==> src/rtl/spi_slave_if.sv <==
// SPI pins plus the byte-level TX/RX handshake of the SPI responder.
// The slave modport is the responder's view; master is the initiator/host view.
interface spi_slave_if;
    logic       spi_cs_n;
    logic       spi_sclk;
    logic       spi_mosi;
    logic       spi_miso;
    logic       miso_oe;
    logic [7:0] tx_data;
    logic       tx_write;
    logic       tx_ready;
    logic [7:0] rx_data;
    logic       rx_valid;
    logic       busy;

    modport slave (
        input  spi_cs_n, spi_sclk, spi_mosi, tx_data, tx_write,
        output spi_miso, miso_oe, tx_ready, rx_data, rx_valid, busy
    );

    modport master (
        output spi_cs_n, spi_sclk, spi_mosi, tx_data, tx_write,
        input  spi_miso, miso_oe, tx_ready, rx_data, rx_valid, busy
    );
endinterface

==> src/rtl/spi_slave.sv <==
// SPI mode-0 responder, MSB first, 8-bit frames, oversampled in the clk domain.
// One-byte TX holding register feeds the TX shifter; received bytes are strobed out.
module spi_slave #(
    parameter int         SYNC_STAGES = 2,
    parameter logic [7:0] IDLE_BYTE   = 8'hFF
) (
    input  logic        clk,
    input  logic        rst_n,
    spi_slave_if.slave  bus
);

    typedef enum logic {IDLE, SELECTED} state_t;

    state_t                 state;
    logic [SYNC_STAGES-1:0] sclk_sync, mosi_sync, cs_sync;
    logic                   sclk_prev, cs_prev;
    logic                   sclk_s, mosi_s, cs_s;
    logic                   sclk_rise, sclk_fall, cs_rise, cs_fall;
    logic [7:0]             tx_shift, rx_shift, hold_data, rx_data_r;
    logic [2:0]             bit_cnt;
    logic                   seen_rise;
    logic                   tx_ready_r, miso_oe_r, rx_valid_r;
    logic                   bypass, do_load;
    logic [7:0]             load_byte;

    // Inputs come straight from pads; reset values are the inactive bus levels.
    always_ff @(posedge clk or negedge rst_n) begin
        if (!rst_n) begin
            sclk_sync <= '0;
            mosi_sync <= '1;
            cs_sync   <= '1;
            sclk_prev <= 1'b0;
            cs_prev   <= 1'b1;
        end else begin
            sclk_sync <= {sclk_sync[SYNC_STAGES-2:0], bus.spi_sclk};
            mosi_sync <= {mosi_sync[SYNC_STAGES-2:0], bus.spi_mosi};
            cs_sync   <= {cs_sync[SYNC_STAGES-2:0], bus.spi_cs_n};
            sclk_prev <= sclk_s;
            cs_prev   <= cs_s;
        end
    end

    assign sclk_s    = sclk_sync[SYNC_STAGES-1];
    assign mosi_s    = mosi_sync[SYNC_STAGES-1];
    assign cs_s      = cs_sync[SYNC_STAGES-1];
    assign sclk_rise = sclk_s & ~sclk_prev;
    assign sclk_fall = ~sclk_s & sclk_prev;
    assign cs_rise   = cs_s & ~cs_prev;
    assign cs_fall   = ~cs_s & cs_prev;

    // A load happens at CS assertion and at each byte boundary once the first rise was seen.
    assign bypass    = bus.tx_write & tx_ready_r;
    assign load_byte = !tx_ready_r ? hold_data : (bypass ? bus.tx_data : IDLE_BYTE);
    assign do_load   = ((state == IDLE) && cs_fall) ||
                       ((state == SELECTED) && !cs_rise && sclk_fall &&
                        (bit_cnt == 3'd0) && seen_rise);

    always_ff @(posedge clk or negedge rst_n) begin
        if (!rst_n) begin
            state      <= IDLE;
            tx_shift   <= IDLE_BYTE;
            rx_shift   <= 8'h00;
            hold_data  <= 8'h00;
            rx_data_r  <= 8'h00;
            bit_cnt    <= 3'd0;
            seen_rise  <= 1'b0;
            tx_ready_r <= 1'b1;
            miso_oe_r  <= 1'b0;
            rx_valid_r <= 1'b0;
        end else begin
            rx_valid_r <= 1'b0;
            case (state)
                IDLE: begin
                    if (cs_fall) begin
                        state     <= SELECTED;
                        miso_oe_r <= 1'b1;
                        bit_cnt   <= 3'd0;
                        seen_rise <= 1'b0;
                        rx_shift  <= 8'h00;
                    end
                end
                SELECTED: begin
                    if (cs_rise) begin
                        state     <= IDLE;
                        miso_oe_r <= 1'b0;
                        bit_cnt   <= 3'd0;
                        seen_rise <= 1'b0;
                        rx_shift  <= 8'h00;
                        tx_shift  <= IDLE_BYTE;
                    end else if (sclk_rise) begin
                        rx_shift  <= {rx_shift[6:0], mosi_s};
                        bit_cnt   <= bit_cnt + 3'd1;
                        seen_rise <= 1'b1;
                        if (bit_cnt == 3'd7) begin
                            rx_data_r  <= {rx_shift[6:0], mosi_s};
                            rx_valid_r <= 1'b1;
                        end
                    end else if (sclk_fall && (bit_cnt != 3'd0)) begin
                        tx_shift <= {tx_shift[6:0], 1'b1};
                    end
                end
                default: state <= IDLE;
            endcase

            // Writes that coincide with a load while empty bypass into the shifter instead.
            if (do_load) begin
                tx_shift <= load_byte;
                if (!tx_ready_r) tx_ready_r <= 1'b1;
            end else if (bypass) begin
                hold_data  <= bus.tx_data;
                tx_ready_r <= 1'b0;
            end
        end
    end

    assign bus.spi_miso = tx_shift[7];
    assign bus.miso_oe  = miso_oe_r;
    assign bus.tx_ready = tx_ready_r;
    assign bus.rx_data  = rx_data_r;
    assign bus.rx_valid = rx_valid_r;
    assign bus.busy     = (state == SELECTED) && (bit_cnt != 3'd0);

endmodule
==> src/flat_wrapper.sv <==
// flat-port wrapper written by rule: the top's interface ports become plain ports
module spi_slave_flat 
#(
    parameter int         SYNC_STAGES = 2,
    parameter logic [7:0] IDLE_BYTE   = 8'hFF
)
  (clk, rst_n, bus_spi_cs_n, bus_spi_sclk, bus_spi_mosi, bus_tx_data, bus_tx_write, bus_spi_miso, bus_miso_oe, bus_tx_ready, bus_rx_data, bus_rx_valid, bus_busy);
  spi_slave_if bus_i ();
  input  logic clk;
  input  logic rst_n;
  input wire logic [$bits(bus_i.spi_cs_n)-1:0] bus_spi_cs_n;
  input wire logic [$bits(bus_i.spi_sclk)-1:0] bus_spi_sclk;
  input wire logic [$bits(bus_i.spi_mosi)-1:0] bus_spi_mosi;
  input wire logic [$bits(bus_i.tx_data)-1:0] bus_tx_data;
  input wire logic [$bits(bus_i.tx_write)-1:0] bus_tx_write;
  output wire logic [$bits(bus_i.spi_miso)-1:0] bus_spi_miso;
  output wire logic [$bits(bus_i.miso_oe)-1:0] bus_miso_oe;
  output wire logic [$bits(bus_i.tx_ready)-1:0] bus_tx_ready;
  output wire logic [$bits(bus_i.rx_data)-1:0] bus_rx_data;
  output wire logic [$bits(bus_i.rx_valid)-1:0] bus_rx_valid;
  output wire logic [$bits(bus_i.busy)-1:0] bus_busy;
  assign bus_i.spi_cs_n = bus_spi_cs_n;
  assign bus_i.spi_sclk = bus_spi_sclk;
  assign bus_i.spi_mosi = bus_spi_mosi;
  assign bus_i.tx_data = bus_tx_data;
  assign bus_i.tx_write = bus_tx_write;
  assign bus_spi_miso = bus_i.spi_miso;
  assign bus_miso_oe = bus_i.miso_oe;
  assign bus_tx_ready = bus_i.tx_ready;
  assign bus_rx_data = bus_i.rx_data;
  assign bus_rx_valid = bus_i.rx_valid;
  assign bus_busy = bus_i.busy;
  spi_slave #(.SYNC_STAGES(SYNC_STAGES), .IDLE_BYTE(IDLE_BYTE)) u_core (.clk(clk), .rst_n(rst_n), .bus(bus_i));
endmodule
==> config.mk <==
export PLATFORM = sky130hd
export DESIGN_NAME = spi_slave_flat
export DESIGN_NICKNAME = d
export VERILOG_FILES = /design/src/rtl/spi_slave_if.sv /design/src/rtl/spi_slave.sv /design/src/flat_wrapper.sv
export SDC_FILE = /design/constraint.sdc
export NUM_CORES = 1
export LEC_CHECK = 0
export BUFFER_PORTS_ARGS = -buffer_cell sky130_fd_sc_hd__buf_2
export CORE_UTILIZATION = 51
export DETAILED_ROUTE_END_ITERATION = 10
export PLACE_DENSITY = 0.75
export SLEW_MARGIN = 20
export SYNTH_ARGS = -nofsm -noshare
export SYNTH_HDL_FRONTEND = slang
export SYNTH_SLANG_ARGS = --single-unit
export TNS_END_PERCENT = 20
==> constraint.sdc <==
create_clock -name clk -period 2 [get_ports clk]
set_clock_uncertainty 0.1 [all_clocks]
set_input_delay 0.1 -clock clk [delete_from_list [all_inputs] [get_ports clk]]
set_output_delay 0.1 -clock clk [all_outputs]
set_load 0.005 [all_outputs]
==> results of run 1 <==
-- cells in the mapped netlist --
cell type | count | share of area (%)
sky130_fd_sc_hd__buf_4 | 1 | 0.37
sky130_fd_sc_hd__o21ai_0 | 4 | 0.99
sky130_fd_sc_hd__a21oi_1 | 9 | 2.2
sky130_fd_sc_hd__nor2b_1 | 1 | 0.31
sky130_fd_sc_hd__o31ai_1 | 7 | 2.6
sky130_fd_sc_hd__o31a_1 | 1 | 0.43
sky130_fd_sc_hd__dfrtp_1 | 33 | 41
sky130_fd_sc_hd__mux2_2 | 17 | 9.5
sky130_fd_sc_hd__a21oi_2 | 1 | 0.43
sky130_fd_sc_hd__o211ai_1 | 1 | 0.37
sky130_fd_sc_hd__nand4b_1 | 1 | 0.43
sky130_fd_sc_hd__nand3_2 | 1 | 0.50
sky130_fd_sc_hd__a21o_1 | 1 | 0.37
sky130_fd_sc_hd__o22a_1 | 7 | 3.0
sky130_fd_sc_hd__buf_2 | 1 | 0.25
sky130_fd_sc_hd__nor2_1 | 9 | 1.7
sky130_fd_sc_hd__nand2_1 | 4 | 0.74
sky130_fd_sc_hd__nand2b_1 | 3 | 0.93
sky130_fd_sc_hd__buf_6 | 2 | 1.1
sky130_fd_sc_hd__inv_1 | 6 | 1.1
sky130_fd_sc_hd__a22o_1 | 9 | 3.9
sky130_fd_sc_hd__nor4b_2 | 1 | 0.74
sky130_fd_sc_hd__o22ai_1 | 1 | 0.31
sky130_fd_sc_hd__a41oi_2 | 1 | 0.80
sky130_fd_sc_hd__and4b_1 | 1 | 0.50
sky130_fd_sc_hd__or3b_1 | 1 | 0.43
sky130_fd_sc_hd__clkbuf_1 | 3 | 0.56
sky130_fd_sc_hd__a22oi_1 | 1 | 0.37
sky130_fd_sc_hd__nand3_1 | 8 | 2.0
sky130_fd_sc_hd__nand4_4 | 1 | 1.1
sky130_fd_sc_hd__dfstp_2 | 14 | 18
sky130_fd_sc_hd__ha_1 | 3 | 1.9
sky130_fd_sc_hd__and2_1 | 1 | 0.31
sky130_fd_sc_hd__nor3b_1 | 1 | 0.37
sky130_fd_sc_hd__and3b_1 | 1 | 0.43
-- per-layer routing --
| layer | GRT usage, % | share of wire [%] | up-vias |
|---|---|---|---|
| met5 | 0 | 0 | - |
| met4 | 9.167 | 2.0 | 0 |
| met3 | 4.754 | 3.2 | 7 |
| met2 | 33.72 | 49 | 27 |
| met1 | 24.59 | 46 | 675 |
| li1 | - | - | 662 |
-- worst reg2reg max path, delay by kind of cell (launching register included) --
| family | cells | cell delay (ns) |
|---|---|---|
| flip-flops | 1 | 0.60 |
| AND/OR/NAND/NOR | 2 | 0.56 |
| multiplexers | 1 | 0.36 |
| AO/OA/AOI/OAI | 1 | 0.16 |
-- per-stage QoR --
stage | instances | total power, mW
after floorplan | 157 | 1.593
after global placement | 230 | 1.694
after detailed placement | 230 | 1.737
after CTS | 251 | 2.338
after global routing | 251 | 2.437
final | 251 | 2.316
-- placed cells by master, fill, tap and decap left out, types with 2 or more instances in the layout --
master                          instances
sky130_fd_sc_hd__a21oi_1                8
sky130_fd_sc_hd__a21oi_2                2
sky130_fd_sc_hd__a22o_1                 9
sky130_fd_sc_hd__buf_2                 26
sky130_fd_sc_hd__buf_4                  6
sky130_fd_sc_hd__clkbuf_8               6
sky130_fd_sc_hd__dfrtp_1               33
sky130_fd_sc_hd__dfstp_2               14
sky130_fd_sc_hd__dlygate4sd3_1         13
sky130_fd_sc_hd__ha_1                   3
sky130_fd_sc_hd__inv_1                  6
sky130_fd_sc_hd__mux2_2                17
sky130_fd_sc_hd__nand2_1                4
sky130_fd_sc_hd__nand2b_1               3
sky130_fd_sc_hd__nand3_1                8
sky130_fd_sc_hd__nor2_1                 9
sky130_fd_sc_hd__o21ai_0                4
sky130_fd_sc_hd__o22a_1                 7
sky130_fd_sc_hd__o31ai_1                7
-- power by group through the flow --
stage	clock [mW]	sequential (mW)	combinational, mW
floorplan	0	1.26	0.335
global placement	0	1.28	0.411
detailed placement	0	1.30	0.438
CTS	0.598	1.28	0.458
global route	0.620	1.31	0.512
finish	0.574	1.29	0.456
-- kinds of logic after synthesis --
family / after synthesis / synth area share [%]
AOI/OAI and AO/OA: 43 / 15.84
adders and majority gates: 3 / 1.857
buffers and inverters: 13 / 3.403
DFF: 47 / 59.03
muxes: 17 / 9.468
and+or+nand+nor: 34 / 10.40
-- worst max path at each step --
| stage | cells after the start | endpoint | startpoint |
|---|---|---|---|
| after floorplan | 6 | u_core.hold_data[0] | u_core.cs_prev |
| after global placement | 4 | u_core.hold_data[7] | u_core.cs_prev |
| after detailed placement | 4 | u_core.bus.rx_data[6] | u_core.cs_prev |
| after CTS | 6 | u_core.tx_shift[4] | u_core.bit_cnt[0] |
| after global routing | 4 | u_core.bus.rx_data[5] | u_core.state |
| final | 4 | u_core.hold_data[3] | u_core.cs_prev |
-- layout make-up --
class	instances	area (um^2)	area share, %
Timing Repair Buffer	45	305.3	12.49
Multi-Input combinational cell	97	770.7	31.54
Clock buffer	7	86.33	3.533
Sequential cell	47	1194	48.85
Tap cell	48	60.06	2.458
Inverter	6	22.52	0.9217
Clock inverter	1	5.005	0.2048
-- sequential cells by signal, summed over array words and instances, names as in the netlist --
signal	count
u_core.rx_shift	7
u_core.seen_rise	1
u_core.bus.miso_oe	1
u_core.hold_data	8
u_core.bus.rx_data	8
u_core.cs_sync	2
u_core.sclk_prev	1
u_core.sclk_sync	2
u_core.bus.rx_valid	1
u_core.bit_cnt	3
u_core.mosi_sync	2
u_core.state	1
u_core.bus.tx_ready	1
u_core.tx_shift	8
u_core.cs_prev	1
-- repair_timing --
action | CTS | global route
buffers inserted | 0 | 0
setup endpoints to repair | 0 | 8
gates resized for setup | 0 | 3
hold buffers | 13 | 0
endpoints found under the hold margin | 33 | 0
==> metrics, run 1 <==
number of design-rule violations left by the first detailed-router iteration 68; post-layout min period 1.902 ns; fraction of layout cells with a size suffix above 1 38.42%; combinational fraction of design power 19.7%; total grt overflow 0; Worst path max stage delay 0.60 ns; Critical Path Slowest Stage Cell sky130_fd_sc_hd__dfstp_2; destination of the worst hold path u_core.sclk_sync[1]; Synth cell types 35; register share of total power 55.5%; number of detailed-route iterations in the first pass 4; via count of the first global-routing pass 1386; number of top-level pins 27; clock group share of total power 24.8%; total net switching power 622.9 uW; Layout area overhead 20.85%; Peak VDD IR 0.6242 mV; count of final hold-check violations 0; source of the worst hold timing path u_core.sclk_sync[0]; # DRC 0; setup repair after global routing missed its margin false; arrival time of data at the critical path endpoint 1.98 ns; final net count 219; netlist area before placement 2022 um^2; count of yosys warnings during synthesis 0; core area 3744 um^2; per-instance average area after synthesis 12.88 um^2; reg-to-reg critical path startpoint u_core.cs_prev; fraction of power spent switching nets 26.89%; Crit path max-delay family flip-flops; clk_lat worst skew 0.30 ns; number of pins exceeding their max-slew limit in the final report 0; GRT Resource Usage Total 20.17%; post-DR vias/cell 5.462; buffers plus inverters on the worst setup path 0; TritonCTS buffer count 5; FF+latch count, synth 47; class of the tightest hold or removal check flip-flop to flip-flop; maximum buffer depth of the clock tree 2; slew at the pin closest to its max-slew limit 0.7818 ns; global-route wire length before repair 6.258 mm; cell area after layout 2444 um^2; final estimated routing congestion in global placement 0.9777; wire length per cell 14.84 um; nature of the critical path endpoint flip-flop; number of levels in the clock H-tree 2; Rel. slew slack 47.88%; clock tree from TritonCTS done; number of antenna violations at the first check in global routing 0; least setup slack across all paths after layout 0.09837 ns; register clock-pin slew on the reported worst setup and hold paths 0.08 ns; number of nets produced by synthesis 174; total cell area at the placement stage 2211 um^2; element type at the critical path start flip-flop; die height 64.97 um; synthesized instance count 157; instance count along the most critical hold path 0; Worst Reg-to-Reg Cells 4; terminus of the critical flop-to-flop path u_core.hold_data[3]; CP Max Fanout 9; total leakage power 1.158 nW; number of antenna diodes 0; number of routed nets with antenna violations 0; Final Routed Wirelength 3.724 mm; register-to-register path setup slack 0.1 ns; share of the clock period used by the worst path after layout 95.08%; # fillers 297; fmax 525.9 MHz; number of clock sinks 47; Row Count 22; endpoints failing setup 0; critical setup path kind flip-flop to flip-flop; starting density of the core 54.01%; Die Outline Area 4220 um^2; cell-by-cell listing of the critical path or3b_1 -> o31a_1 -> nand4_4 -> mux2_2; summed negative setup slack over all endpoints 0 ns; vias 1371; sum of net half-perimeters after detailed placement 2.564 mm; power per cell area 947.8 nW/um^2; count of maximum capacitance violations 0; data required time at the worst endpoint 2.08 ns; cell internal pwr 1.693 mW; Clk Tree Root Cell sky130_fd_sc_hd__clkbuf_8; pin count of the biggest net entering global routing 38; die span in x 64.97 um; share of the yosys chip area belonging to registers 59.03%; worst hold-check slack 0.2552 ns; status finished, final reports clean; final core occ 65.27%; number of buffer cells added on primary ports 26; minimum setup slack after placement 0.1089 ns
(Power assumes the default switching activity.)
==> run 2, diff against run 1 <==
Settings changed: CORE_MARGIN from default to 2.
==> metrics, run 2 (synthesis gave the netlist of run 1 again) <==
post-layout min period 1.953 ns (+0.05178 ns); instance count along the most critical hold path 3 (+3); arrival time of data at the critical path endpoint 2.04 ns (+0.06 ns); clk_lat worst skew 0.30 ns (about the same); Worst path max stage delay 0.61 ns (about the same); number of antenna diodes 0 (unchanged); number of buffer cells added on primary ports 26 (unchanged); final core occ 65.54% (+0.27 points); footprint of the multi-input gates 773.2 um^2 (+0.32%); total grt overflow 0 (unchanged); number of placed instances with taps included 229 (-0.43%); GRT Resource Usage Total 20.14% (-0.023 points); CP Max Fanout 9 (unchanged); via count of the first global-routing pass 1487 (+7.3%); cell-by-cell listing of the critical path or3b_1 -> o31a_1 -> nand4_4 -> mux2_2; sum of net half-perimeters after detailed placement 2.714 mm (+5.9%); post-DR vias/cell 5.667 (+3.7%); fraction of layout cells with a size suffix above 1 39.30% (+0.88 points); Critical Path Slowest Stage Cell sky130_fd_sc_hd__dfstp_2; Final Routed Wirelength 3.980 mm (+6.9%); total cell area at the placement stage 2216 um^2 (+0.23%); number of antenna violations at the first check in global routing 0 (unchanged); least setup slack across all paths after layout 0.04659 ns (-0.05178 ns); final estimated routing congestion in global placement 0.8932 (-8.6%); status finished, final reports clean; cell area after layout 2454 um^2 (+0.41%); # fillers 298 (+0.34%); number of pins exceeding their max-slew limit in the final report 0 (unchanged); reg-to-reg critical path startpoint u_core.cs_prev; summed negative setup slack over all endpoints 0 ns (unchanged); die span in x 66.97 um (+3.1%); number of detailed-route iterations in the first pass 4 (unchanged); share of the clock period used by the worst path after layout 97.67% (+2.6 points); source of the worst hold timing path bus_tx_write; starting density of the core 54.01% (unchanged); slew at the pin closest to its max-slew limit 0.5375 ns (-0.2443 ns); most common cell after layout, fill and taps aside sky130_fd_sc_hd__dfrtp_1; maximum buffer depth of the clock tree 2 (unchanged); nature of the critical path endpoint flip-flop; area occupied by registers 1194 um^2 (unchanged); data required time at the worst endpoint 2.09 ns (about the same); number of levels in the clock H-tree 2 (unchanged); pin count of the biggest net entering global routing 48 (+26%); buffers inserted during post-CTS setup optimization 0 (unchanged); vias 1411 (+2.9%); power per cell area 968.1 nW/um^2 (+2.1%); global-route wire length before repair 6.693 mm (+7.0%); die height 66.97 um (+3.1%); Die Outline Area 4484 um^2 (+6.3%); destination of the worst hold path u_core.bus.tx_ready; final net count 217 (-0.91%); Clk Tree Root Cell sky130_fd_sc_hd__clkbuf_8; number of routed nets with antenna violations 0 (unchanged); class of the tightest hold or removal check input pin to flip-flop; Layout area overhead 21.35%; minimum setup slack after placement 0.06978 ns (-0.03912 ns); Worst Reg-to-Reg Cells 4 (unchanged); total leakage power 1.157 nW (-0.10%); number of design-rule violations left by the first detailed-router iteration 71 (+4.4%); Row Count 22 (unchanged); # DRC 0 (unchanged); count of final hold-check violations 0 (unchanged); clock tree from TritonCTS done; register clock-pin slew on the reported worst setup and hold paths 0.09 ns (about the same); non-filler instance count after layout 249 (-0.80%); most frequent cells in the layout 33 x sky130_fd_sc_hd__dfrtp_1, 26 x sky130_fd_sc_hd__buf_2, 17 x sky130_fd_sc_hd__mux2_2, 14 x sky130_fd_sc_hd__dfstp_2, 12 x sky130_fd_sc_hd__dlygate4sd3_1; TritonCTS buffer count 5 (unchanged); fmax 511.9 MHz (-2.7%); Peak VDD IR 0.5047 mV (-19%); Rel. slew slack 64.01% (+16 points); register-to-register path setup slack 0.05 ns (-0.05 ns); count of maximum capacitance violations 0 (unchanged); core area 3744 um^2 (unchanged); number of top-level pins 27 (unchanged); terminus of the critical flop-to-flop path u_core.hold_data[7]; critical setup path kind flip-flop to flip-flop; element type at the critical path start flip-flop; endpoints failing setup 0 (unchanged); number of clock sinks 47 (unchanged); setup repair after global routing missed its margin false; wire length per cell 15.98 um (+7.7%)
run 2: critical path: cells and delay by family (launching register included):
family             cells  cell delay, ns
muxes                  1            0.36
AOI/OAI and AO/OA      1            0.17
DFF                    1            0.61
and+or+nand+nor        2            0.61
run 2: stage by stage:
step	hold WS (ns)	total power, mW
5_1_grt	0.02474	2.503
2_1_floorplan	-0.2956	1.593
3_3_place_gp	-0.004999	1.694
6_report	0.02958	2.375
4_1_cts	0.02073	2.403
3_5_place_dp	0.008035	1.746
run 2: what timing repair did:
action | 4_1_cts | 5_1_grt
endpoints found under the setup margin | 0 | 22
gates resized for setup | 0 | 4
hold buffers | 12 | 0
hold endpoints to repair | 58 | 0
run 2: final cells by class:
class,count,share of cell area (%)
timing repair buffer,43,12.24
clock inverter,1,0.3060
multi-input combinational,97,31.51
sequential,47,48.65
inverter,6,0.9179
tap,48,2.448
clock buffer,7,3.927
run 2: report_power, final:
group / switching (mW) / internal [mW]
clock network: 0.312 / 0.314
logic: 0.218 / 0.243
registers: 0.115 / 1.17
total: 0.646 / 1.73
run 2: layer usage:
metal	up-vias	track usage, %	wire length, um	part of all wire (%)
met3	8	4.561	142	3.6
met1	711	22.90	1670	42
met2	32	36.00	2093	53
met5	-	0	0	0
met4	0	8.673	74	1.9
li1	660	-	-	-
run 2: how the worst max path moves through the flow:
stage	from	endpoint	slack, ns	cells after the start
global route	u_core.cs_prev	u_core.hold_data[0]	0.004	4
detailed placement	u_core.cs_prev	u_core.bit_cnt[0]	0.07	4
floorplan	u_core.cs_prev	u_core.hold_data[0]	0.07	6
finish	u_core.cs_prev	u_core.hold_data[7]	0.05	4
global placement	u_core.cs_prev	u_core.hold_data[6]	0.15	4
CTS	u_core.cs_prev	u_core.hold_data[2]	0.05	4
==> run 3, diff against run 2 <==
Settings changed: BUFFER_PORTS_ARGS -buffer_cell sky130_fd_sc_hd__buf_2 to default, CORE_UTILIZATION 51 to 55, DONT_BUFFER_PORTS from default to 1, PLACE_DENSITY 0.75 to 0.73.
==> metrics, run 3 (synthesis gave the netlist of run 1 again) <==
status finished, final reports clean; clock tree from TritonCTS done; sum of net half-perimeters after detailed placement 2.275 mm (-16%); nature of the critical path endpoint flip-flop; starting density of the core 56.07% (+2.1 points); cell area after layout 2313 um^2 (-5.7%); number of antenna diodes 0 (unchanged); core area 3606 um^2 (-3.7%); buffers inserted during post-CTS setup optimization 0 (unchanged); maximum buffer depth of the clock tree 2 (unchanged); number of pins exceeding their max-slew limit in the final report 0 (unchanged); count of final hold-check violations 0 (unchanged); GRT Resource Usage Total 18.61% (-1.5 points); via count of the first global-routing pass 1300 (-13%); buffers plus inverters on the worst setup path 0 (unchanged); class of the tightest hold or removal check input pin to flip-flop; number of top-level pins 27 (unchanged); fraction of layout cells with a size suffix above 1 27.84% (-11 points); TritonCTS buffer count 5 (unchanged); clk_lat worst skew 0.29 ns (about the same); number of buffer cells added on primary ports 0 (-100%); number of design-rule violations left by the first detailed-router iteration 100 (+41%); Final Routed Wirelength 3.399 mm (-15%); vias 1283 (-9.1%); total cell area at the placement stage 2066 um^2 (-6.8%); final core occ 64.16% (-1.4 points); die height 64.63 um (-3.5%); wire length per cell 15.17 um (-5.1%); data required time at the worst endpoint 2.09 ns (about the same); critical setup path kind flip-flop to flip-flop; most frequent cells in the layout 33 x sky130_fd_sc_hd__dfrtp_1, 17 x sky130_fd_sc_hd__mux2_2, 14 x sky130_fd_sc_hd__dfstp_2, 13 x sky130_fd_sc_hd__dlygate4sd3_1; CP Max Fanout 9 (unchanged); Crit path max-delay family flip-flops; total stage count of the critical path 4 (unchanged); cell-by-cell listing of the critical path or3b_1 -> o31a_1 -> nand4_4 -> mux2_2; Critical Path Slowest Stage Cell sky130_fd_sc_hd__dfstp_2; number of clock sinks 47 (unchanged); Worst path max stage delay 0.60 ns (about the same); Peak VDD IR 0.5659 mV (+12%); count of maximum capacitance violations 0 (unchanged); Final Total Pwr 2.236 mW (-5.9%); Row Count 22 (unchanged); # DRC 0 (unchanged); global-route wire length before repair 5.961 mm (-11%); share of the clock period used by the worst path after layout 94.61% (-3.1 points); total leakage power 1.035 nW (-11%); final net count 192 (-12%); power per cell area 966.3 nW/um^2 (-0.19%); die span in x 64.63 um (-3.5%); Die Outline Area 4177 um^2 (-6.9%); Worst Reg-to-Reg Cells 4 (unchanged); total grt overflow 0 (unchanged); most common cell after layout, fill and taps aside sky130_fd_sc_hd__dfrtp_1; number of placed instances with taps included 202 (-12%); post-DR vias/cell 5.728 (+1.1%); instance count along the most critical hold path 3 (unchanged); register clock-pin slew on the reported worst setup and hold paths 0.08 ns (about the same); number of detailed-route iterations in the first pass 4 (unchanged); slew at the pin closest to its max-slew limit 0.5787 ns (+0.04120 ns); Rel. slew slack 61.25% (-2.8 points); arrival time of data at the critical path endpoint 1.98 ns (-0.06 ns); endpoints failing setup 0 (unchanged); final estimated routing congestion in global placement 0.7552 (-15%); Layout area overhead 14.42%; post-layout min period 1.892 ns (-0.06128 ns); Clk Tree Root Cell sky130_fd_sc_hd__clkbuf_8; number of levels in the clock H-tree 2 (unchanged); pin count of the biggest net entering global routing 48 (unchanged); fmax 528.5 MHz (+3.2%); summed negative setup slack over all endpoints 0 ns (unchanged); number of antenna violations at the first check in global routing 0 (unchanged); number of routed nets with antenna violations 0 (unchanged); non-filler instance count after layout 224 (-10%); element type at the critical path start flip-flop
==> run 3: layout make-up <==
cell class	instances	area (um^2)
clock buffer	7	76.32
clock inverter	1	5.005
fill	273	1292
inverter	6	22.52
multi-input combinational	97	768.2
sequential	47	1194
tap	48	60.06
timing repair buffer	18	187.7
==> run 3: path summary, 6_finish.rpt <==
path / start / end / slack (ns)
setup / recovery: u_core.cs_prev / u_core.hold_data[4] / 0.11
hold / removal: bus_tx_data[3] / u_core.tx_shift[3] / 0.06
setup reg to reg: u_core.cs_prev / u_core.hold_data[4] / 0.11
hold reg to reg: u_core.sclk_sync[0] / u_core.sclk_sync[1] / 0.25
max in group asynchronous: rst_n / u_core.cs_sync[1] / 1.31
min in group asynchronous: rst_n / u_core.hold_data[4] / 0.21
==> run 3: per-layer routing <==
layer  vias to the layer above  routed length [um]  GRT usage (%)
li1                        613                   -              -
met1                       637                1463          23.71
met2                        28                1733          30.99
met3                         5                 168          5.903
met4                         0                  33          4.787
met5                         -                   0              0
==> run 3: repair_timing <==
| action | 4_1_cts | 5_1_grt |
|---|---|---|
| endpoints found under the hold margin | 60 | 0 |
| resized for setup | 0 | 2 |
| endpoints found under the setup margin | 0 | 11 |
| hold buffers | 14 | 0 |
==> run 3: per-stage QoR <==
step                hold slack, ns  setup WS, ns
floorplan                  -0.2956       0.07415
global placement           -0.2942        0.1329
detailed placement         -0.2938       0.08359
CTS                        0.05371       0.06015
global route               0.05607      -0.01543
finish                     0.05740        0.1079
==> run 3: power breakdown <==
part	internal, mW	switching, mW	leakage [nW]	total, mW
sequential	1.17	0.113	0.574	1.29
clock	0.245	0.288	0.0422	0.534
combinational	0.223	0.194	0.419	0.417
==> run 3: worst min-delay path: stages <==
cell	delay, ns
sky130_fd_sc_hd__o22a_1	0.15
sky130_fd_sc_hd__a21oi_1	0.12
sky130_fd_sc_hd__o31ai_1	0.08
